<file path="config.mk">
export PLATFORM = sky130hd
export DESIGN_NAME = instr_fetch_buffer
export DESIGN_NICKNAME = d
export VERILOG_FILES = /design/src/rtl/instr_fetch_buffer_pkg.sv /design/src/rtl/instr_fetch_buffer_ifb_fifo.sv /design/src/rtl/instr_fetch_buffer.sv
export SDC_FILE = /design/constraint.sdc
export NUM_CORES = 1
export LEC_CHECK = 0
export CAP_MARGIN = 15
export CORE_MARGIN = 8
export CORE_UTILIZATION = 43
export CTS_CLUSTER_DIAMETER = 60
export DETAILED_ROUTE_END_ITERATION = 8
export GPL_ROUTABILITY_DRIVEN = 0
export PLACE_DENSITY = 0.77
export SYNTH_ARGS = -nofsm -noshare
export SYNTH_HDL_FRONTEND = slang
export SYNTH_SLANG_ARGS = --single-unit
</file>
<file path="constraint.sdc">
create_clock -name clk_i -period 2.5 [get_ports clk_i]
set_clock_uncertainty 0.2 [all_clocks]
set_input_delay 0.75 -clock clk_i [delete_from_list [all_inputs] [get_ports clk_i]]
set_output_delay 0.75 -clock clk_i [all_outputs]
set_load 0.01 [all_outputs]
</file>
<file path="src/rtl/instr_fetch_buffer_pkg.sv">
// Shared types for the instruction fetch buffer: FSM state encoding and queue entry layout.
package instr_fetch_buffer_pkg;

  typedef enum logic [1:0] {
    ST_IDLE    = 2'd0,
    ST_REQ     = 2'd1,
    ST_DISCARD = 2'd2
  } fetch_state_e;

  localparam int ENTRY_W = 64;

  typedef struct packed {
    logic [31:0] pcn;
    logic [31:0] instr;
  } fetch_entry_t;

endpackage

</file>
<file path="src/rtl/instr_fetch_buffer_ifb_fifo.sv">
// DEPTH x ENTRY_W synchronous FIFO, register storage with combinational head read.
module instr_fetch_buffer_ifb_fifo
  import instr_fetch_buffer_pkg::*;
#(
  parameter int  DEPTH = 4,
  localparam int PTR_W = $clog2(DEPTH),
  localparam int CNT_W = $clog2(DEPTH) + 1
) (
  input  logic               clk_i,
  input  logic               rst_n,
  input  logic               push,
  input  logic               pop,
  input  logic               clear,
  input  logic [ENTRY_W-1:0] din,
  output logic [ENTRY_W-1:0] dout,
  output logic [CNT_W-1:0]   count
);

  logic [ENTRY_W-1:0] mem_reg [DEPTH];
  logic [PTR_W-1:0]   rd_ptr_reg;
  logic [PTR_W-1:0]   wr_ptr_reg;
  logic [CNT_W-1:0]   count_reg;
  logic               empty;
  logic               full;
  logic               pop_eff;
  logic               push_eff;
  logic [DEPTH-1:0]   we;

  assign empty    = (count_reg == '0);
  assign full     = (count_reg == CNT_W'(DEPTH));
  assign pop_eff  = pop && !empty;
  // A pop in the same cycle frees the slot the push lands in.
  assign push_eff = push && (!full || pop_eff);

  genvar gi;
  generate
    for (gi = 0; gi < DEPTH; gi++) begin : g_we
      assign we[gi] = push_eff && !clear && (wr_ptr_reg == PTR_W'(gi));
    end
  endgenerate

  always_ff @(posedge clk_i or negedge rst_n) begin
    if (!rst_n) begin
      for (int i = 0; i < DEPTH; i++) mem_reg[i] <= '0;
      rd_ptr_reg <= '0;
      wr_ptr_reg <= '0;
      count_reg  <= '0;
    end else begin
      for (int i = 0; i < DEPTH; i++) begin
        if (we[i]) mem_reg[i] <= din;
      end
      if (clear) begin
        rd_ptr_reg <= '0;
        wr_ptr_reg <= '0;
        count_reg  <= '0;
      end else begin
        if (push_eff) wr_ptr_reg <= wr_ptr_reg + PTR_W'(1);
        if (pop_eff)  rd_ptr_reg <= rd_ptr_reg + PTR_W'(1);
        count_reg <= count_reg + CNT_W'(push_eff) - CNT_W'(pop_eff);
      end
    end
  end

  assign dout  = mem_reg[rd_ptr_reg];
  assign count = count_reg;

endmodule

</file>
<file path="src/rtl/instr_fetch_buffer.sv">
// Fetch front end: sequential prefetch from a req/ack instruction memory into a
// small queue feeding IF/ID; redirects flush the queue and discard in-flight fetches.
module instr_fetch_buffer
  import instr_fetch_buffer_pkg::*;
#(
  parameter int          DEPTH    = 4,
  parameter logic [31:0] RESET_PC = 32'h0,
  localparam int         CNT_W    = $clog2(DEPTH) + 1
) (
  input  logic             clk_i,
  input  logic             rst_n,
  input  logic             redirect_i,
  input  logic [31:0]      redirect_pc_i,
  output logic             imem_req_o,
  output logic [31:0]      imem_addr_o,
  input  logic             imem_ack_i,
  input  logic [31:0]      imem_data_i,
  output logic             out_valid_o,
  output logic [31:0]      out_pc_o,
  output logic [31:0]      out_instr_o,
  input  logic             out_ready_i,
  output logic [CNT_W-1:0] level_o
);

  fetch_state_e     state_reg;
  logic [31:0]      fpc_reg;
  logic             req_reg;
  logic [31:0]      addr_reg;

  logic [CNT_W-1:0] count;
  logic             has_room;
  logic             push;
  logic             pop;
  logic [ENTRY_W-1:0] fifo_din;
  logic [ENTRY_W-1:0] fifo_dout;
  fetch_entry_t     head;

  // Only issued from IDLE, where nothing is in flight, so registered count alone decides.
  assign has_room = (count < CNT_W'(DEPTH));
  assign push     = (state_reg == ST_REQ) && imem_ack_i && !redirect_i;
  assign pop      = out_valid_o && out_ready_i && !redirect_i;
  assign fifo_din = {fpc_reg + 32'd4, imem_data_i};

  instr_fetch_buffer_ifb_fifo #(
    .DEPTH(DEPTH)
  ) u_fifo (
    .clk_i(clk_i),
    .rst_n(rst_n),
    .push (push),
    .pop  (pop),
    .clear(redirect_i),
    .din  (fifo_din),
    .dout (fifo_dout),
    .count(count)
  );

  always_ff @(posedge clk_i or negedge rst_n) begin
    if (!rst_n) begin
      state_reg <= ST_IDLE;
      fpc_reg   <= RESET_PC;
      req_reg   <= 1'b0;
      addr_reg  <= 32'h0;
    end else begin
      case (state_reg)
        ST_IDLE: begin
          if (redirect_i) begin
            fpc_reg   <= redirect_pc_i;
            addr_reg  <= redirect_pc_i;
            req_reg   <= 1'b1;
            state_reg <= ST_REQ;
          end else if (has_room) begin
            addr_reg  <= fpc_reg;
            req_reg   <= 1'b1;
            state_reg <= ST_REQ;
          end
        end
        ST_REQ: begin
          if (imem_ack_i && !redirect_i) begin
            fpc_reg   <= fpc_reg + 32'd4;
            req_reg   <= 1'b0;
            state_reg <= ST_IDLE;
          end else if (imem_ack_i) begin
            // Redirect coincides with the ack: drop the data, fetch the new target right away.
            fpc_reg   <= redirect_pc_i;
            addr_reg  <= redirect_pc_i;
            req_reg   <= 1'b1;
            state_reg <= ST_REQ;
          end else if (redirect_i) begin
            fpc_reg   <= redirect_pc_i;
            state_reg <= ST_DISCARD;
          end
        end
        ST_DISCARD: begin
          if (imem_ack_i) begin
            fpc_reg   <= redirect_i ? redirect_pc_i : fpc_reg;
            addr_reg  <= redirect_i ? redirect_pc_i : fpc_reg;
            req_reg   <= 1'b1;
            state_reg <= ST_REQ;
          end else if (redirect_i) begin
            fpc_reg <= redirect_pc_i;
          end
        end
        default: begin
          req_reg   <= 1'b0;
          state_reg <= ST_IDLE;
        end
      endcase
    end
  end

  assign head        = fetch_entry_t'(fifo_dout);
  assign imem_req_o  = req_reg;
  assign imem_addr_o = addr_reg;
  assign out_valid_o = (count != '0);
  assign out_pc_o    = head.pcn;
  assign out_instr_o = head.instr;
  assign level_o     = count;

endmodule
</file>
### Yosys cells after proc, flatten, opt, wreduce, memory -nomap -nowiden

Index checks and enable logic that the tools add are counted.

| word-level totals | value |
|---|---|
| bits in read-only memories | 0 |
| bits in latches | 0 |
| bits in registers | 330 |
| bits of input ports | 69 |
| word-level logic and storage cells | 87 |
| memories kept | 0 |
| bits in writable memories | 0 |
| output and inout port bits | 101 |

| cells by class | value |
|---|---|
| muxes and demuxes | 30 |
| shift-type cells | 0 |
| $lt $le $gt $ge | 2 |
| multipliers | 0 |
| bitwise logic cells | 1 |
| divide/modulo/power cells | 0 |
| add/subtract/negate cells | 5 |
| reductions and logical operators | 27 |
| eq/ne operators | 11 |

Operator list:

| operator | number |
|---|---|
| two-way mux 32 bit | 8 |
| binary-select mux 64 bit (select 2 bit) | 1 |
| two-way mux 64 bit | 2 |
| case mux 32 bit (3 select lines) | 1 |
| case mux 32 bit (2 select lines) | 1 |
| adder 32 x 3 -> 32 bit (second input constant) | 1 |
| two-way mux 2 bit | 10 |
| logical AND 1 bit | 12 |
| == test 2 bit (second input constant) | 3 |
| inequality test 2 bit (second input constant) | 3 |
| case mux 2 bit (3 select lines) | 1 |
| nonzero test 2 bit | 3 |
| nonzero test 3 bit | 2 |
| AND reduction 5 bit | 1 |
| adder 2 x 1 -> 2 bit (second input constant) | 2 |
| == test 2 x 1 -> 1 bit (second input constant) | 2 |
| zero test 2 bit | 2 |
| two-way mux 1 bit | 4 |
| inequality test 4 x 3 -> 1 bit (second input constant) | 1 |
| adder 3 x 1 -> 3 bit | 1 |
| == test 3 bit (second input constant) | 1 |
| >= comparator 3 bit (second input constant) | 1 |
| zero test 1 bit | 3 |
| zero test 3 bit | 1 |
| other kinds (9) | 9 |

### Longest topological paths before layout

| depth | value |
|---|---|
| depth in word-level cells | 9 |
| mapped depth | 11 |

### Cells and area by module

From an unflattened synthesis, not the netlist that was laid out.

| second synthesis, totals | value |
|---|---|
| cell total of the unflattened synthesis | 1090 |
| area, all modules | 15449.8 um^2 |

Modules (own cells, without submodules):

| module | cells an instance | sequential area each (um^2) | times used | area each (um^2) |
|---|---|---|---|---|
| instr_fetch_buffer_ifb_fifo | 660 | 6581.3 | 1 | 11563.6 |
| instr_fetch_buffer | 430 | 1676.6 | 1 | 3886.2 |

### Worst setup path after synthesis

Ideal clock, no wire load.

| timing | value |
|---|---|
| path type | in2reg |
| from | input redirect_i |
| to | register u_fifo.count_reg[2] (netlist: u_fifo.count[2]) |
| data required time | 2167 ps |
| library setup time | 133 ps |
| stages | 11 |
| path slack | -555 ps |
| arrival | 2722 ps |
| cell sequence | buf_2 > buf_1 > clkbuf_1 > nor2_1 > ha_1 > inv_1 > ha_1 > inv_1 > fa_1 > xnor2_1 > nor2_1 |

| on the way | value |
|---|---|
| longest elaborated chain between the ends | 8 |

Ends and longest elaborated chain:

| what | RTL line | RTL |
|---|---|---|
| start: declaration | instr_fetch_buffer.sv:12 | `input logic redirect_i,` |
| zero test 1 bit | instr_fetch_buffer.sv:40, instr_fetch_buffer.sv:41 |  |
| logical AND 1 bit | instr_fetch_buffer.sv:41 | `assign pop = out_valid_o && out_ready_i && !redirect_i;` |
| logical AND 1 bit | instr_fetch_buffer_ifb_fifo.sv:31 | `assign pop_eff = pop && !empty;` |
| logical OR 1 bit | instr_fetch_buffer_ifb_fifo.sv:33 | `assign push_eff = push && (!full \|\| pop_eff);` |
| logical AND 1 bit | instr_fetch_buffer_ifb_fifo.sv:33 |  |
| adder 3 x 1 -> 3 bit | instr_fetch_buffer_ifb_fifo.sv:59 | `count_reg <= count_reg + CNT_W'(push_eff) - CNT_W'(pop_eff);` |
| subtractor 3 x 1 -> 3 bit | instr_fetch_buffer_ifb_fifo.sv:59 |  |
| two-way mux 3 bit * | instr_fetch_buffer_ifb_fifo.sv:52 | `if (clear) begin` |
| end signal: assignment | instr_fetch_buffer_ifb_fifo.sv:59 |  |
| end: declaration | instr_fetch_buffer_ifb_fifo.sv:22 | `logic [CNT_W-1:0] count_reg;` |

Every way passes the cells marked *; elsewhere a longest branch is shown, timed or not.
A chain may end at the register's enable or synchronous reset.

### Final worst setup path

| timing | value |
|---|---|
| from | register u_fifo.rd_ptr_reg[0] |
| to | output out_instr_o[24] |

| on the way | value |
|---|---|
| longest elaborated chain between the ends | 4 |

Ends and longest elaborated chain:

| what | RTL line | RTL |
|---|---|---|
| start: declaration | instr_fetch_buffer_ifb_fifo.sv:20 | `logic [PTR_W-1:0] rd_ptr_reg;` |
| start signal: assignment | instr_fetch_buffer_ifb_fifo.sv:58 | `if (pop_eff) rd_ptr_reg <= rd_ptr_reg + PTR_W'(1);` |
| inverter 2 -> 3 bit (implied by the code) | instr_fetch_buffer_ifb_fifo.sv:64 | `assign dout = mem_reg[rd_ptr_reg];` |
| binary-select mux 64 bit (select 2 bit) | instr_fetch_buffer_ifb_fifo.sv:64 |  |
| two-way mux 64 bit (implied by the code) (2 in series) | instr_fetch_buffer_ifb_fifo.sv:64 |  |
| end: declaration | instr_fetch_buffer.sv:20 | `output logic [31:0] out_instr_o,` |

Every way passes these cells. The select of a mux whose other input is x is not followed.

==> summary.md <==
| Metric | Value |
|---|---|
| Worst r2r src | u_fifo.count[1] |
| Multiplexer share of the synthesized area | 0.226 |
| Sequential share of the synthesized area | 0.545 |
| Adder-cell share of the synthesized area | 0.00710 |
| Largest net degree at the start of global routing | 59 |
| DRC Markers | 0 |
| Clock Latency Late Sink | 0.51 ns |
| Die Y | 204 um |
| Internal power | 15500 uW |
| Detailed Routing Iterations Pass 1 | 5 |
| Hold EP | u_fifo.mem_reg[174] |
| Crit path required time | 1.55 ns |
| Crit-path max FO | 7 |
| Cells after synthesis | 1234 |
| Post-synthesis simple-gate area fraction | 0.0842 |
| Vias post-DR | 10912 |
| Reg clk slew, reported paths | 0.06 ns |
| R2r worst-path depth | 10 |
| Die Area | 0.0415 mm^2 |
| Setup violations, final | 64 |
| Final nets | 1538 |
| CTS tree | done |
| Worst path max stage delay | 0.51 ns |
| WHS Path Cells | 2 |
| Max reg flops | 256 |
| Number of global-route vias before repair | 11690 |
| Fin crit share | 1.19 |
| Critical path's slowest cell | dfrtp_4 |
| Final worst slack | -0.469 ns |
| CP endpoint kind | output port |
| Peak supply drop | 770 uV |
| Post-synthesis cell area | 0.0152 mm^2 |
| P&R area growth vs syn | 31.0% |
| Worst Tran Pin Value | 0.577 ns |
| DR vias/cell | 5.61 |
| Final cell utilization of the core | 0.574 |
| Yosys warning count | 0 |
| Violated checks | setup timing |
| Die width | 204 um |
| DR iter-0 viols | 717 |
| Minimum clock period | 2.97 ns |
| Synth Area in XOR/XNOR | 0.0196 |
| Max-slew headroom | 0.613 |
| Max clock buf depth | 3 |
| P per Cell Area | 1150 mW/mm^2 |
| FF-to-FF setup slack | 0.11 ns |
| Critical Path AT | 2.02 ns |
| I/O Buffers | 169 |
| Htree depth | 2 |
| Delay-heaviest family, CP | buffers and inverters |
| Status | complete, but fails checks |
| Final max-slew violation count | 0 |
| Fmax achieved | 337 MHz |
| RSZ-0062 raised after global routing | yes |
| Hpwl dp | 27500 um |
| Inserted Diodes | 0 |
| Most frequent CP cell | buf_12 |
| Most common cell after layout, fill and taps aside | dfrtp_1 |
| CP Class | register to output port |
| GRT Residual Overflow | 0 |
| WL/cell | 20.5 um |
| Total CTS buffers | 38 |
| Max-cap violations | 0 |
| Switching Share | 0.322 |
| Clock sink count | 330 |
| Initial Utilization | 0.438 |
| Post-synth cell types | 48 |
| P_sw | 7370 uW |
| Hold Path Class | register to register |
| Root Buffer | clkbuf_16 |
| # rows | 68 |
| R2r endpoint | u_fifo.count[2] |
| CP startpoint kind | register |
| Most frequent cells in the layout | dfrtp_1 (328), nand2_1 (140), o21ai_0 (122) |
| Initial antenna violation count | 0 |
| Clock share of power | 0.264 |
| First-pass GRT wire length | 64700 um |
| Worst path cell trace | buf_12 -> buf_12 -> buf_12 -> mux4_2 -> buf_6 |
| Core ar. | 0.0346 mm^2 |
| Flop pwr share | 0.353 |
| Leak | 0.00882 uW |
| Main combinational cell family by area after synthesis | multiplexers |
| Worst path bufs/invs | 4 |
| GRT Util Overall | 0.192 |
| Synth Area in Compound Gates | 0.0877 |
| Final antenna-violating net count | 0 |
| Layout cells sized above 1 | 0.259 |
| Comb pwr share | 0.383 |
| Hold_sp | u_fifo.mem_reg[174] |
| Boundary Pins | 170 |
| Setup TNS after final layout | -25.09 ns |
| Mean area per synthesized cell | 12.3 um^2 |
| Final wirelength | 39900 um |
| Synthesis-stage register bit count | 330 |
| Net Count, Synth | 1311 |
| Final-report hold violation count | 0 |
## stage by stage
step	hold slack (ns)	worst slack, ns	power, uW	cells	cell area (um^2)
2_1_floorplan	0.245	-0.0358	12200	1234	15200
3_3_place_gp	0.256	-0.401	16000	1859	18100
3_5_place_dp	0.266	-0.442	16300	1859	18100
4_1_cts	0.282	-0.518	22900	1942	19700
5_1_grt	0.296	-0.515	24100	1945	19900
6_report	0.280	-0.469	22900	1945	19900
## worst reg2reg max path: stages (launching register included)
cell     delay [ns]
dfrtp_1        0.39
or3_4          0.40
nand2_2        0.10
nor2_2         0.05
ha_1           0.27
inv_1          0.06
ha_1           0.15
inv_1          0.05
fa_1           0.37
xnor2_1        0.17
nor2_1         0.06
## worst max path at each step
stage	from	endpoint	cells past startpoint
4_1_cts	u_fifo.rd_ptr_reg[0]	out_pc_o[30]	5
5_1_grt	u_fifo.rd_ptr_reg[0]	out_instr_o[20]	5
2_1_floorplan	redirect_i	u_fifo.count[2]	11
3_3_place_gp	redirect_i	u_fifo.count[2]	10
3_5_place_dp	redirect_i	fpc_reg[26]	8
6_report	u_fifo.rd_ptr_reg[0]	out_instr_o[24]	5
## power by group through the flow
stage                     clock (uW)  combinational, uW  sequential (uW)
final                           6040               8770             8090
after global routing            6360               9470             8290
after CTS                       6150               8670             8050
after detailed placement           0               8180             8110
after global placement             0               8000             8000
after floorplan                    0               4300             7860
## cell type report
type / instances / area [um^2]
fillers: 2747 / 14800
inverters: 10 / 37.5
clock inverters: 20 / 328
clock buffers: 49 / 1040
multi-input cells: 804 / 6520
well taps: 455 / 569
flip-flops and latches: 330 / 8260
repair buffers: 277 / 3100
## synth_stat cells (all sizes together)
cell type / n / area, um^2
nand4bb: 1 / 11.3
a31oi: 5 / 46.3
or3: 1 / 6.26
dfrtp: 330 / 8260
nand2: 146 / 558
nand4: 8 / 71.3
ha: 7 / 87.6
nor2: 57 / 214
fa: 1 / 20.0
o21ai: 134 / 671
mux2: 142 / 1600
a221oi: 4 / 35.0
and2: 1 / 6.26
o31a: 1 / 8.76
clkbuf: 53 / 199
a22oi: 3 / 22.5
or4: 1 / 11.3
xnor2: 13 / 114
nor4: 5 / 58.8
and4: 3 / 26.3
a21oi: 56 / 280
buf: 37 / 233
o311ai: 6 / 52.6
a32oi: 1 / 8.76
mux4: 64 / 1440
inv: 10 / 37.5
o311a: 1 / 10.0
nor2b: 4 / 25.0
nand3: 18 / 90.1
nand2b: 19 / 119
xor2: 21 / 184
and3: 6 / 37.5
nor3: 6 / 41.3
mux2i: 38 / 380
o211ai: 1 / 7.51
o22ai: 30 / 188
## kinds of logic (layout without fill, tap and decap cells)
logic type               count (synthesis)  after routing
flip-flops                             330            330
AND/OR/NAND/NOR                        276            276
multiplexers                           244            244
AO/OA/AOI/OAI                          242            242
buffers and inverters                  100            356
XOR/XNOR                                34             34
adder cells (fa/ha/maj)                  8              8
## metal layers
metal,part of all wire,vias up,global-route usage
li1,-,4910,-
met2,0.47,357,0.306
met3,0.066,73,0.0409
met1,0.44,5572,0.261
met5,0,-,0
met4,0.025,0,0.0565
## repair_timing
item | in CTS | in global routing
gates resized for setup | 337 | 24
endpoints found under the setup margin | 68 | 101
buffers inserted | 8 | 3
pin swaps | 0 | 0
hold buffers | 1 | 0
gates cloned | 5 | 1
hold endpoints to repair | 31 | 0
Note: power is estimated with default switching activity, not from simulation.
